## src/rtl/upstream_order_gate_pkg.sv

```systemverilog
// Shared constants, types and FSM encodings for the upstream order gate.
package upstream_pkg;

  localparam int CLIENT_W    = 5;
  localparam int AMOUNT_W    = 16;
  localparam int NUM_CLIENTS = 1 << CLIENT_W;

  localparam logic [AMOUNT_W-1:0] CREDIT_INIT_DEFAULT = 16'h0400;

  typedef logic [CLIENT_W-1:0] client_id_t;
  typedef logic [AMOUNT_W-1:0] amount_t;

  typedef enum logic [2:0] {
    INIT,
    IDLE,
    RD,
    EXEC,
    RESP
  } gate_state_t;

  typedef enum logic {
    ORDER,
    CANCEL
  } txn_kind_t;

endpackage

```

## src/rtl/upstream_order_gate_credit_ram.sv

```systemverilog
// Single-port credit memory: synchronous write, registered read (1-cycle latency).
// Contents are undefined until the gate's init sweep has written every entry.
module credit_ram #(
  parameter int ADDR_W = 5,
  parameter int DATA_W = 16,
  parameter int DEPTH  = 32
) (
  input  logic              clk,
  input  logic              we,
  input  logic [ADDR_W-1:0] addr,
  input  logic [DATA_W-1:0] wdata,
  output logic [DATA_W-1:0] rdata
);

  logic [DATA_W-1:0] mem [DEPTH];
  logic [DATA_W-1:0] rdata_q;

  // Write port and registered read share the one address.
  always_ff @(posedge clk) begin
    if (we) begin
      mem[addr] <= wdata;
    end
    rdata_q <= mem[addr];
  end

  assign rdata = rdata_q;

endmodule

```

## src/rtl/upstream_order_gate.sv

```systemverilog
// Per-client credit gate: orders are debited against a client's credit and
// answered accept/reject; cancel notices restore credit (saturating).
module upstream_order_gate
  import upstream_pkg::*;
#(
  parameter int                  NUM_CLIENTS = upstream_pkg::NUM_CLIENTS,
  parameter int                  CLIENT_W    = upstream_pkg::CLIENT_W,
  parameter int                  AMOUNT_W    = upstream_pkg::AMOUNT_W,
  parameter logic [AMOUNT_W-1:0] CREDIT_INIT = upstream_pkg::CREDIT_INIT_DEFAULT
) (
  input  logic                clk,
  input  logic                reset,
  input  logic                order_valid,
  output logic                order_ready,
  input  logic [CLIENT_W-1:0] order_client_id,
  input  logic [AMOUNT_W-1:0] order_amount,
  input  logic                cancel_valid,
  output logic                cancel_ready,
  input  logic [CLIENT_W-1:0] cancel_client_id,
  input  logic [AMOUNT_W-1:0] cancel_amount,
  output logic                resp_valid,
  input  logic                resp_ready,
  output logic                resp_accept,
  output logic [CLIENT_W-1:0] resp_client_id,
  output logic [AMOUNT_W-1:0] resp_remaining,
  output logic                init_done
);

  localparam logic [CLIENT_W-1:0] LAST_ID = CLIENT_W'(NUM_CLIENTS - 1);

  gate_state_t         state_q, state_d;
  logic [CLIENT_W-1:0] sweep_q, sweep_d;
  txn_kind_t           kind_q, kind_d;
  logic [CLIENT_W-1:0] client_q, client_d;
  logic [AMOUNT_W-1:0] amount_q, amount_d;
  logic                idle_q, idle_d;
  logic                resp_valid_q, resp_valid_d;
  logic                resp_accept_q, resp_accept_d;
  logic [CLIENT_W-1:0] resp_client_q, resp_client_d;
  logic [AMOUNT_W-1:0] resp_remaining_q, resp_remaining_d;
  logic                init_done_q, init_done_d;

  logic                ram_we;
  logic [CLIENT_W-1:0] ram_addr;
  logic [AMOUNT_W-1:0] ram_wdata;
  logic [AMOUNT_W-1:0] ram_rdata;
  logic [AMOUNT_W:0]   credit_sum;

  credit_ram #(
    .ADDR_W (CLIENT_W),
    .DATA_W (AMOUNT_W),
    .DEPTH  (NUM_CLIENTS)
  ) u_credit_ram (
    .clk   (clk),
    .we    (ram_we & ~reset),
    .addr  (ram_addr),
    .wdata (ram_wdata),
    .rdata (ram_rdata)
  );

  // Cancel restore is computed one bit wider so overflow can saturate.
  assign credit_sum = {1'b0, ram_rdata} + {1'b0, amount_q};

  // Next-state, RAM port and response computation for every FSM state.
  always_comb begin
    state_d          = state_q;
    sweep_d          = sweep_q;
    kind_d           = kind_q;
    client_d         = client_q;
    amount_d         = amount_q;
    resp_valid_d     = resp_valid_q;
    resp_accept_d    = resp_accept_q;
    resp_client_d    = resp_client_q;
    resp_remaining_d = resp_remaining_q;
    init_done_d      = init_done_q;
    ram_we           = 1'b0;
    ram_addr         = client_q;
    ram_wdata        = CREDIT_INIT;

    case (state_q)
      INIT: begin
        ram_we    = 1'b1;
        ram_addr  = sweep_q;
        ram_wdata = CREDIT_INIT;
        sweep_d   = sweep_q + 1'b1;
        if (sweep_q == LAST_ID) begin
          state_d     = IDLE;
          init_done_d = 1'b1;
        end
      end
      IDLE: begin
        // Cancel is always ready in IDLE, so cancel_valid alone is a handshake.
        if (cancel_valid) begin
          kind_d   = CANCEL;
          client_d = cancel_client_id;
          amount_d = cancel_amount;
          ram_addr = cancel_client_id;
          state_d  = RD;
        end else if (order_valid) begin
          kind_d   = ORDER;
          client_d = order_client_id;
          amount_d = order_amount;
          ram_addr = order_client_id;
          state_d  = RD;
        end
      end
      RD: begin
        // Read of client_q is captured at the end of this cycle.
        state_d = EXEC;
      end
      EXEC: begin
        ram_we = 1'b1;
        if (kind_q == ORDER) begin
          if (amount_q <= ram_rdata) begin
            ram_wdata     = ram_rdata - amount_q;
            resp_accept_d = 1'b1;
          end else begin
            ram_wdata     = ram_rdata;
            resp_accept_d = 1'b0;
          end
          resp_valid_d     = 1'b1;
          resp_client_d    = client_q;
          resp_remaining_d = ram_wdata;
          state_d          = RESP;
        end else begin
          ram_wdata = credit_sum[AMOUNT_W] ? {AMOUNT_W{1'b1}} : credit_sum[AMOUNT_W-1:0];
          state_d   = IDLE;
        end
      end
      RESP: begin
        if (resp_ready) begin
          resp_valid_d = 1'b0;
          state_d      = IDLE;
        end
      end
      default: begin
        state_d = INIT;
        sweep_d = '0;
      end
    endcase

    idle_d = (state_d == IDLE);
  end

  // State, latch and response registers with synchronous reset.
  always_ff @(posedge clk) begin
    if (reset) begin
      state_q          <= INIT;
      sweep_q          <= '0;
      kind_q           <= ORDER;
      client_q         <= '0;
      amount_q         <= '0;
      idle_q           <= 1'b0;
      resp_valid_q     <= 1'b0;
      resp_accept_q    <= 1'b0;
      resp_client_q    <= '0;
      resp_remaining_q <= '0;
      init_done_q      <= 1'b0;
    end else begin
      state_q          <= state_d;
      sweep_q          <= sweep_d;
      kind_q           <= kind_d;
      client_q         <= client_d;
      amount_q         <= amount_d;
      idle_q           <= idle_d;
      resp_valid_q     <= resp_valid_d;
      resp_accept_q    <= resp_accept_d;
      resp_client_q    <= resp_client_d;
      resp_remaining_q <= resp_remaining_d;
      init_done_q      <= init_done_d;
    end
  end

  assign cancel_ready   = idle_q;
  assign order_ready    = idle_q & ~cancel_valid;
  assign resp_valid     = resp_valid_q;
  assign resp_accept    = resp_accept_q;
  assign resp_client_id = resp_client_q;
  assign resp_remaining = resp_remaining_q;
  assign init_done      = init_done_q;

endmodule

```

## config.mk

```make
export PLATFORM = sky130hd
export DESIGN_NAME = upstream_order_gate
export DESIGN_NICKNAME = d
export VERILOG_FILES = /design/src/rtl/upstream_order_gate_pkg.sv /design/src/rtl/upstream_order_gate_credit_ram.sv /design/src/rtl/upstream_order_gate.sv
export SDC_FILE = /design/constraint.sdc
export NUM_CORES = 1
export LEC_CHECK = 0
export ABC_CLOCK_PERIOD_IN_PS = 9900
export CAP_MARGIN = 20
export CORE_MARGIN = 8
export CORE_UTILIZATION = 59
export DETAILED_ROUTE_END_ITERATION = 8
export HOLD_SLACK_MARGIN = 0.06
export PLACE_DENSITY = 0.8
export SYNTH_ARGS = -nofsm -noshare
export SYNTH_HDL_FRONTEND = slang
export SYNTH_HIERARCHICAL = 1
export SYNTH_SLANG_ARGS = --single-unit
```

## constraint.sdc

```tcl
create_clock -name clk -period 9.9 [get_ports clk]
set_clock_uncertainty 0.2 [all_clocks]
set_input_delay 1.98 -clock clk [delete_from_list [all_inputs] [get_ports clk]]
set_output_delay 1.98 -clock clk [all_outputs]
set_load 0.03 [all_outputs]
```

==> out/results.tsv, run 1 <==
stage	metric	value	unit
status	run_status	completed	
clock_tree	clockBufferDepth	3	
synthesis	synth-edff-count	512	
clock_tree	cts_tree	yes	
floorplan	start_util	0.600	
sta	fin_crit	5.88	ns
clock_tree	cts_buffers	55	
detailed_routing	drc_errors	0	
clock_tree	htree_num_levels	2	
synthesis	synth-simple-area-share	0.0633	
worst_setup_path	cp_data_required_time	9.92	ns
synthesis	synth.area.top_cells	edfxtp_1 63%, mux2i_1 12%, dfxtp_1 5.8%	
cells_and_area	drive_above_1_share	0.107	
placed_design	hpwl	35600	microns
synthesis	synth_top_area_frac	0.626	
worst_setup_path	path_max_fanout	139	
synthesis	synth_top_area_cell	edfxtp_1	
detailed_routing	drt_pass1_iterations	5	
detailed_routing	antenna_left	0	
global_route	grt_util_all_layers	0.238	
clock_tree	cts_sinks	583	
worst_setup_path	crit_type	in -> reg	
synthesis	syn_inst	1669	
sta	fmax	0.170	GHz
synthesis	async_flop_share	0	
clock_tree	clk_pin_slew_worst_paths	0.06	ns
worst_setup_path	end_kind	flip-flop	
synthesis	synth_top_family_by_area	multiplexers	
synthesis	synth-main-ff-cell	edfxtp_1	
floorplan	die-area	0.0484	sq mm
detailed_routing	totalWireLength	58000	microns
run	maxCapViolations	0	
synthesis	yosys.area_share.adder	0.0190	
cells_and_area	antenna_cells	0	
synthesis	synth_nets	1752	
placed_design	pre_cts_ws	3.51	ns
synthesis	syn-cell-area	0.0246	sq mm
cells_and_area	seqCellArea	0.0168	sq mm
clock_tree	postCtsSetupBuffers	0	
worst_setup_path	crit_top_cell	mux2i_1	
cells_and_area	nets	1842	
clock_tree	hold_buffers	0	
sta	worst_slew_pin_slew	1.19	ns
detailed_routing	drt_iter0_drc	1643	
worst_setup_path	cp_num_buf_inv	2	
sta	setup-tns-final	0	ns
clock_tree	root_buffer	clkbuf_16	
placed_design	port_buffers	72	
cells_and_area	syn2layout_area_growth	13.1	%
pwr	leakagePower	9.73	nW
placed_design	gp_congestion	0.908	
cells_and_area	multi_input_area	0.00721	sq mm
sta	rsz0062_at_grt	no	
cells_and_area	fillers	2760	
worst_setup_path	cp-start-kind	input port	
synthesis	synth_cell_types	81	
synthesis	ys_warn_count	6	
synthesis	synth.most_common_cell	edfxtp_1	
synthesis	ys_seq_elements	583	
detailed_routing	routed_via_density	6.35	
floorplan	die_w	220	microns
worst_setup_path	path_cells	clkdlybuf4s50_1, mux2i_1, o21ai_0, mux2i_1, o21ai_4, buf_12, nand3b_1, nor2_2	
global_route	grt_max_degree	140	
pwr	pwr_density_cell	187	mW/mm^2
detailed_routing	post_drt_wl_per_cell	24.8	microns
worst_setup_path	cp_top_family	simple AND/OR/NAND/NOR gates	
sta	worst_slack	4.02	ns
worst_setup_path	critical_path.max_stage_delay	0.91	ns
synthesis	synth.avg_cell_area	14.7	sq um
global_route	grt_pass1_wl	86600	microns
sta	hold_viol_final	0	
synthesis	synthTopCellsByCount	512 x edfxtp_1, 291 x mux2i_1, 130 x o22ai_1	
pwr	vdd_ir_drop_max	0.000171	V
synthesis	synth_compound_area_frac	0.0788	
floorplan	core	0.0409	sq mm
sta	setup_viol_count_final	0	
detailed_routing	vias	14800	
sta	period_share	0.594	
synthesis	synthMuxAreaShare	0.121	
floorplan	die_h	220	microns
worst_hold_path	hold_class	reg -> reg	
global_route	antenna_found_initial	1	
sta	max-slew-margin-rel	0.203	
synthesis	synthXorXnorAreaFrac	0.00713	
synthesis	yosysSeqAreaShare	0.684	
floorplan	ioPinCount	73	
clock_tree	cts_resized	0	
global_route	grt_overflow_total	0	
worst_setup_path	cp.arrival	5.90	ns
clock_tree	clock_latency	0.63	ns
floorplan	rows	74	
worst_setup_path	slowest_stage	nor2_2	
sta	slew_viol_final	0	
global_route	grt_pass1_vias	14300	
routing by layer:
layer  track usage  up-vias  share of wire
li1              -     6666              -
met1         0.325     7373           0.41
met2         0.379      697           0.47
met3        0.0469      105          0.088
met4        0.0868        0          0.036
met5             0        -              0
through the flow:
step           cell area, sq um  power (mW)  hold WS, ns  cells  utilization
6_report                  27800        5.18        0.258   2336        0.678
5_1_grt                   27800        5.33        0.270   2336        0.678
4_1_cts                   27700        5.20        0.257   2334        0.678
3_5_place_dp              26000        3.20        0.250   2232        0.635
3_3_place_gp              26000        3.19        0.242   2231        0.635
2_1_floorplan             24600        3.08        0.257   1669            -
cells by family (layout without fill, tap and decap cells):
| group | after synthesis | after routing |
|---|---|---|
| buf+inv | 136 | 271 |
| compound gates | 286 | 286 |
| flops | 583 | 583 |
| xor+xnor | 20 | 20 |
| simple gates | 312 | 312 |
| mux | 296 | 296 |
| fa+ha+maj | 36 | 36 |
state kept, by name, summed over array words and instances, names as in the netlist:
register,flops
amount_q,16
sweep_q,5
resp_accept,1
kind_q,1
u_credit_ram/rdata,16
u_credit_ram/mem,512
state_q,3
resp_valid,1
resp_client_id,5
resp_remaining,16
cancel_ready,1
client_q,5
init_done,1
layout by cell type (no fill, tap or decap), types with 7 or more instances in the layout:
| master | instances |
|---|---|
| clkinv_1 | 9 |
| a21oi_1 | 37 |
| o22ai_1 | 128 |
| nand3_1 | 9 |
| clkbuf_16 | 55 |
| clkdlybuf4s50_1 | 71 |
| nor2_1 | 100 |
| nor2b_1 | 8 |
| ha_1 | 34 |
| o21ai_0 | 12 |
| nor3_1 | 21 |
| nor4_1 | 31 |
| o21ai_2 | 7 |
| a211oi_1 | 25 |
| buf_4 | 61 |
| inv_1 | 31 |
| dfxtp_1 | 71 |
| mux2i_1 | 291 |
| o211ai_1 | 8 |
| xnor2_1 | 18 |
| nand2_1 | 79 |
| edfxtp_1 | 512 |
| clkbuf_1 | 19 |
report_power, final:
group	switching, mW	internal, mW	leakage (nW)
Sequential	0.0248	2.66	6.11
Combinational	0.276	0.193	2.78
Clock	0.879	1.14	0.841
Total	1.18	4.00	9.73
final cells by class:
class,instances,share of cell area
repair buffers,137,0.0443
clock inverters,23,0.00784
inverters,32,0.00433
well taps,532,0.0240
clock buffers,79,0.0546
flip-flops and latches,583,0.605
multi-input cells,950,0.260
path summary, 6_finish.rpt:
check	slack, ns	from	cells after the start	endpoint
hold reg to reg	0.26	resp_remaining[7]	2	resp_remaining[7]
hold / removal	0.26	resp_remaining[7]	2	resp_remaining[7]
setup reg to reg	5.74	client_q[1]	7	u_credit_ram/mem[10][7]
setup / recovery	4.02	order_valid	8	u_credit_ram/mem[10][7]
worst reg2reg max path, stage by stage (launching register included):
cell and delay, ns:
dfxtp_1 0.40, mux2i_1 0.09, o21ai_0 0.32, mux2i_1 0.20, o21ai_4 0.25, buf_12 0.66, nand3b_1 0.74, nor2_2 0.91
Power figures use the tool's default switching activity.
==> inputs of run 2 (changes only) <==
--- a/config.mk
+++ b/config.mk
@@ -5,7 +5,7 @@
 export SDC_FILE = /design/constraint.sdc
 export NUM_CORES = 1
 export LEC_CHECK = 0
-export ABC_CLOCK_PERIOD_IN_PS = 9900
+export ABC_CLOCK_PERIOD_IN_PS = 6000
 export CAP_MARGIN = 20
 export CORE_MARGIN = 8
 export CORE_UTILIZATION = 59
==> constraint.sdc (replaced) <==
create_clock -name clk -period 6 [get_ports clk]
set_clock_uncertainty 0.2 [all_clocks]
set_input_delay 1.2 -clock clk [delete_from_list [all_inputs] [get_ports clk]]
set_output_delay 1.2 -clock clk [all_outputs]
set_load 0.03 [all_outputs]
==> out/results.tsv, run 2 (synthesis results as in run 1) <==
stage	metric	value	unit	change
pwr	pwr_density_cell	307	mW/mm^2	+65%
sta	hold_viol_final	0		unchanged
clock_tree	cts_tree	yes		
clock_tree	htree_num_levels	2		unchanged
cells_and_area	layout_common_cells	512 x edfxtp_1, 291 x mux2i_1, 128 x o22ai_1		
detailed_routing	drc_errors	0		unchanged
global_route	grt_pass1_vias	14700		+3.0%
floorplan	die_w	220	microns	unchanged
cells_and_area	final_core_util	0.679		+0.00116
detailed_routing	m1WireLength	23200	microns	-1.6%
cells_and_area	largest_reg_flops	512		unchanged
global_route	antenna_found_initial	2		+1
sta	fin_crit	4.80	ns	
global_route	grt_max_degree	85		-39%
detailed_routing	routed.top_layer	met5		
global_route	grt_overflow_total	0		unchanged
placed_design	placed_area	0.0261	sq mm	+0.37%
detailed_routing	met3_length	6900	microns	+35%
pwr	vdd_ir_drop_max	0.000206	V	+21%
clock_tree	cts_buffers	55		unchanged
placed_design	port_buffers	72		unchanged
clock_tree	root_buffer	clkbuf_16		
worst_setup_path	cp.arrival	5.05	ns	-0.85 ns
detailed_routing	antenna_left	0		unchanged
pwr	swShare	0.228		+0.000433
cells_and_area	multi_input_area	0.00719	sq mm	-0.35%
sta	rsz0062_at_grt	no		
clock_tree	postCtsSetupBuffers	0		unchanged
cells_and_area	top_register	u_credit_ram/mem		
clock_tree	clockBufferDepth	3		unchanged
run	maxCapViolations	0		unchanged
pwr	seq_power_share	0.520		about the same
sta	setup-tns-final	0	ns	unchanged
sta	worst_slew_pin_slew	1.04	ns	-0.154 ns
floorplan	ioPinCount	73		unchanged
sta	whs	0.254	ns	-0.00403 ns
global_route	grt_util_all_layers	0.247		+0.00900
pwr	p_comb_frac	0.090		about the same
clock_tree	clk_pin_slew_worst_paths	0.06	ns	about the same
cells_and_area	antenna_cells	0		unchanged
sta	slew_viol_final	0		unchanged
detailed_routing	routed_via_density	6.39		+0.65%
floorplan	rows	74		unchanged
pwr	p_sw	1.95	mW	+65%
worst_setup_path	cp-start-kind	input port		
pwr	power_frac_clock	0.389		-0.002
pwr	total_power	8.54	mW	+65%
detailed_routing	vias	15000		+1.1%
cells_and_area	final_area	0.0278	sq mm	+0.17%
placed_design	gp_congestion	0.883		-2.7%
sta	setup_viol_count_final	0		unchanged
clock_tree	hold_buffers	0		unchanged
worst_setup_path	cp_data_required_time	6.24	ns	-3.68 ns
floorplan	start_util	0.600		unchanged
worst_setup_path	crit_type	in -> reg		
sta	fmax	0.208	GHz	
detailed_routing	drt_iter0_drc	1649		+0.37%
global_route	grt_pass1_wl	89200	microns	+3.0%
detailed_routing	drt_pass1_iterations	6		+1
detailed_routing	totalWireLength	60500	microns	+4.3%
pwr	p_int	6.59	mW	+65%
floorplan	core	0.0409	sq mm	unchanged
floorplan	die_h	220	microns	unchanged
clock_tree	cts_resized	0		unchanged
cells_and_area	final_common_cell	edfxtp_1		
sta	period_share	0.800		
cells_and_area	seqCellArea	0.0168	sq mm	unchanged
worst_setup_path	path_max_fanout	25		-82%
detailed_routing	post_drt_wl_per_cell	25.8	microns	+3.8%
status	run_status	completed		
pwr	leakagePower	9.79	nW	+0.66%
sta	max-slew-margin-rel	0.310		+0.107
detailed_routing	wl_met2	27500	microns	+0.71%
worst_hold_path	hold_class	reg -> reg		
clock_tree	clock_latency	0.61	ns	-0.02 ns
cells_and_area	syn2layout_area_growth	13.2	%	
clock_tree	cts_sinks	583		unchanged
cells_and_area	drive_above_1_share	0.111		+0.00376
floorplan	die-area	0.0484	sq mm	unchanged
cells_and_area	fillers	2708		-1.9%
cells_and_area	nets	1854		+0.65%
worst_setup_path	end_kind	flip-flop		
placed_design	hpwl	38200	microns	+7.3%
run 2: layout make-up:
type | count | share of cell area
Clock inverter | 20 | 0.00576
Clock buffer | 81 | 0.0560
Sequential cell | 583 | 0.604
Timing Repair Buffer | 149 | 0.0474
Inverter | 32 | 0.00432
Tap cell | 532 | 0.0239
Multi-Input combinational cell | 950 | 0.259
run 2: metal layers:
layer | track usage | vias up
li1 | - | 6679
met2 | 0.377 | 810
met5 | 0.00520 | -
met4 | 0.121 | 2
met3 | 0.0745 | 147
met1 | 0.321 | 7370
run 2: worst paths after layout:
kind | startpoint | to | slack [ns] | cells past startpoint
worst min-delay path | resp_remaining[1] | resp_remaining[1] | 0.25 | 2
worst max-delay path | order_valid | u_credit_ram/rdata[3] | 1.20 | 10
worst min register to register | resp_remaining[1] | resp_remaining[1] | 0.25 | 2
worst max register to register | u_credit_ram/rdata[5] | u_credit_ram/mem[0][10] | 1.56 | 10
run 2: power groups by stage:
stage,Combinational (mW),Sequential (mW),Clock (mW)
after floorplan,0.583,4.50,0
after global placement,0.743,4.53,0
after detailed placement,0.755,4.53,0
after CTS,0.760,4.44,3.37
after global routing,0.825,4.45,3.51
final,0.771,4.45,3.33
run 2: metrics by stage:
step | worst slack [ns] | instances
CTS | 1.31 | 2347
global placement | 0.789 | 2246
global route | 1.06 | 2347
floorplan | 1.03 | 1669
finish | 1.20 | 2347
detailed placement | 0.659 | 2246
run 2: worst max-delay path, cell delays in order:
cell	delay [ns]
clkdlybuf4s50_1	0.67
mux2i_1	0.12
o21ai_0	0.35
mux2i_1	0.16
o21ai_2	0.18
buf_4	0.30
nand4bb_1	0.71
o22ai_1	0.25
nor4_1	0.93
nand2_1	0.16
==> inputs of run 3 (changes only) <==
--- a/config.mk
+++ b/config.mk
@@ -5,7 +5,7 @@
 export SDC_FILE = /design/constraint.sdc
 export NUM_CORES = 1
 export LEC_CHECK = 0
-export ABC_CLOCK_PERIOD_IN_PS = 6000
+export ABC_CLOCK_PERIOD_IN_PS = 4700
 export CAP_MARGIN = 20
 export CORE_MARGIN = 8
 export CORE_UTILIZATION = 59
==> constraint.sdc (replaced) <==
create_clock -name clk -period 4.7 [get_ports clk]
set_clock_uncertainty 0.2 [all_clocks]
set_input_delay 0.94 -clock clk [delete_from_list [all_inputs] [get_ports clk]]
set_output_delay 0.94 -clock clk [all_outputs]
set_load 0.03 [all_outputs]
==> out/results.tsv, run 3 (synthesis results as in run 1) <==
stage	metric	value	unit	change
cells_and_area	drive_above_1_share	0.142		+0.0310
detailed_routing	drc_errors	0		unchanged
floorplan	die_w	220	microns	unchanged
cells_and_area	multi_input_area	0.00719	sq mm	about the same
sta	rsz0062_at_grt	no		
floorplan	rows	74		unchanged
clock_tree	clk_pin_slew_worst_paths	0.07	ns	about the same
worst_setup_path	cp-start-kind	input port		
global_route	grt_util_all_layers	0.246		-0.000690
worst_setup_path	crit_type	in -> reg		
sta	hold_viol_final	0		unchanged
worst_setup_path	cp_data_required_time	4.97	ns	-1.27 ns
floorplan	die-area	0.0484	sq mm	unchanged
worst_setup_path	cp_num_buf_inv	4		+2
clock_tree	clockBufferDepth	3		unchanged
clock_tree	cts_resized	0		unchanged
cells_and_area	stdcell_count	2401		+2.3%
detailed_routing	drt_pass1_iterations	5		-1
placed_design	pre_cts_ws	-0.202	ns	-0.861 ns
status	run_status	completed		
clock_tree	cts_sinks	583		unchanged
sta	fmax	0.235	GHz	
pwr	pwr_density_cell	395	mW/mm^2	+29%
global_route	antenna_found_initial	1		-1
global_route	grt_pass1_wl	89800	microns	+0.60%
worst_setup_path	path_cells	clkdlybuf4s50_1, buf_4, mux2i_1, o21ai_0, mux2i_1, o21ai_4, buf_12, buf_4, mux2i_1, o22ai_1, nor4_2, nand2_1		
worst_hold_path	hold_class	reg -> reg		
pwr	leakagePower	10.1	nW	+3.3%
detailed_routing	drt_iter0_drc	1765		+7.0%
placed_design	gp_congestion	0.880		-0.35%
clock_tree	root_buffer	clkbuf_16		
floorplan	ioPinCount	73		unchanged
worst_setup_path	critical_path.max_stage_delay	0.89	ns	-0.04 ns
cells_and_area	antenna_cells	0		unchanged
sta	setup_viol_count_final	0		unchanged
cells_and_area	seqCellArea	0.0168	sq mm	unchanged
placed_design	port_buffers	72		unchanged
detailed_routing	post_drt_wl_per_cell	25.2	microns	-2.4%
worst_setup_path	slowest_stage	nor4_2		
worst_setup_path	crit_top_cell	mux2i_1		
sta	slew_viol_final	0		unchanged
clock_tree	cts_tree	yes		
clock_tree	htree_num_levels	2		unchanged
detailed_routing	routed_via_density	6.36		-0.56%
pwr	vdd_ir_drop_max	0.000330	V	+60%
clock_tree	hold_buffers	0		unchanged
global_route	grt_max_degree	55		-35%
global_route	grt_overflow_total	0		unchanged
placed_design	placed_area	0.0265	sq mm	+1.7%
floorplan	start_util	0.600		unchanged
detailed_routing	totalWireLength	60400	microns	-0.16%
run	maxCapViolations	0		unchanged
cells_and_area	nets	1904		+2.7%
cells_and_area	syn2layout_area_growth	15.7	%	
clock_tree	postCtsSetupBuffers	0		unchanged
sta	worst_slack	0.447	ns	-0.751 ns
sta	max-slew-margin-rel	0.340		+0.0298
sta	worst_slew_pin_slew	0.990	ns	-0.0448 ns
worst_setup_path	cp.arrival	4.52	ns	-0.53 ns
detailed_routing	vias	15300		+1.7%
clock_tree	cts_buffers	56		+1.8%
worst_setup_path	cp_top_family	buffers and inverters		
cells_and_area	final_common_cell	edfxtp_1		
clock_tree	clock_latency	0.62	ns	about the same
cells_and_area	largest_reg_flops	512		unchanged
cells_and_area	top_register	u_credit_ram/mem		
worst_setup_path	path_max_fanout	29		+16%
floorplan	die_h	220	microns	unchanged
floorplan	core	0.0409	sq mm	unchanged
cells_and_area	fillers	2687		-0.78%
placed_design	hpwl	39600	microns	+3.5%
sta	fin_crit	4.25	ns	
detailed_routing	antenna_left	0		unchanged
placed_design	dp_cells	2295		+2.2%
sta	whs	0.257	ns	+0.00329 ns
cells_and_area	layout_common_cells	512 x edfxtp_1, 291 x mux2i_1, 128 x o22ai_1		
worst_setup_path	end_kind	flip-flop		
global_route	grt_pass1_vias	14800		+0.31%
cells_and_area	final_area	0.0284	sq mm	+2.1%
sta	period_share	0.905		
-- run 3: cell types whose count changed in the layout (fill, tap and decap cells not counted), moves of 2 or more --
cell and change:
buf_12 +5, buf_4 +43, bufinv_16 +4, clkbuf_1 -14
clkinv_1 +5, clkinv_2 +3, clkinvlp_2 +2, clkinvlp_4 +2
-- run 3: final timing paths --
kind	cells after the start	slack (ns)	end	from
max	12	0.45	u_credit_ram/rdata[4]	order_valid
min	2	0.26	resp_client_id[4]	resp_client_id[4]
max reg2reg	11	0.57	u_credit_ram/mem[9][11]	u_credit_ram/rdata[3]
min reg2reg	2	0.26	resp_client_id[4]	resp_client_id[4]
-- run 3: worst register-to-register path, cell delays in order (launching register included) --
cell	delay [ns]
dfxtp_1	0.55
ha_1	0.43
nand3_1	0.17
nor2_1	0.05
a311o_1	0.37
a211oi_2	0.26
o21a_1	0.54
buf_4	0.34
and2_1	0.16
o21ai_1	0.14
o211ai_1	0.22
buf_4	0.44
-- run 3: routing by layer --
| layer | part of all wire | vias to the layer above | track usage |
|---|---|---|---|
| met5 | 0 | - | 0 |
| met4 | 0.038 | 0 | 0.0999 |
| met3 | 0.095 | 131 | 0.0435 |
| met2 | 0.47 | 772 | 0.392 |
| met1 | 0.40 | 7559 | 0.335 |
| li1 | - | 6806 | - |
-- run 3: cell type report --
| type | instances | share of cell area |
|---|---|---|
| Timing Repair Buffer | 198 | 0.0619 |
| Tap cell | 532 | 0.0234 |
| Clock inverter | 39 | 0.0132 |
| Sequential cell | 583 | 0.591 |
| Clock buffer | 67 | 0.0526 |
| Inverter | 32 | 0.00423 |
| Multi-Input combinational cell | 950 | 0.253 |
-- run 3: per-stage QoR --
step / utilization / TNS (ns) / power [mW]
floorplan: - / 0 / 6.48
global placement: 0.648 / -0.536 / 6.78
detailed placement: 0.648 / -0.324 / 6.80
CTS: 0.694 / 0 / 11.2
global route: 0.694 / 0 / 11.5
finish: 0.694 / 0 / 11.2
-- run 3: report_power, final --
| group | internal (mW) | leakage [nW] | switching (mW) |
|---|---|---|---|
| Clock | 2.60 | 0.915 | 1.90 |
| Combinational | 0.448 | 3.09 | 0.594 |
| Sequential | 5.61 | 6.11 | 0.0574 |
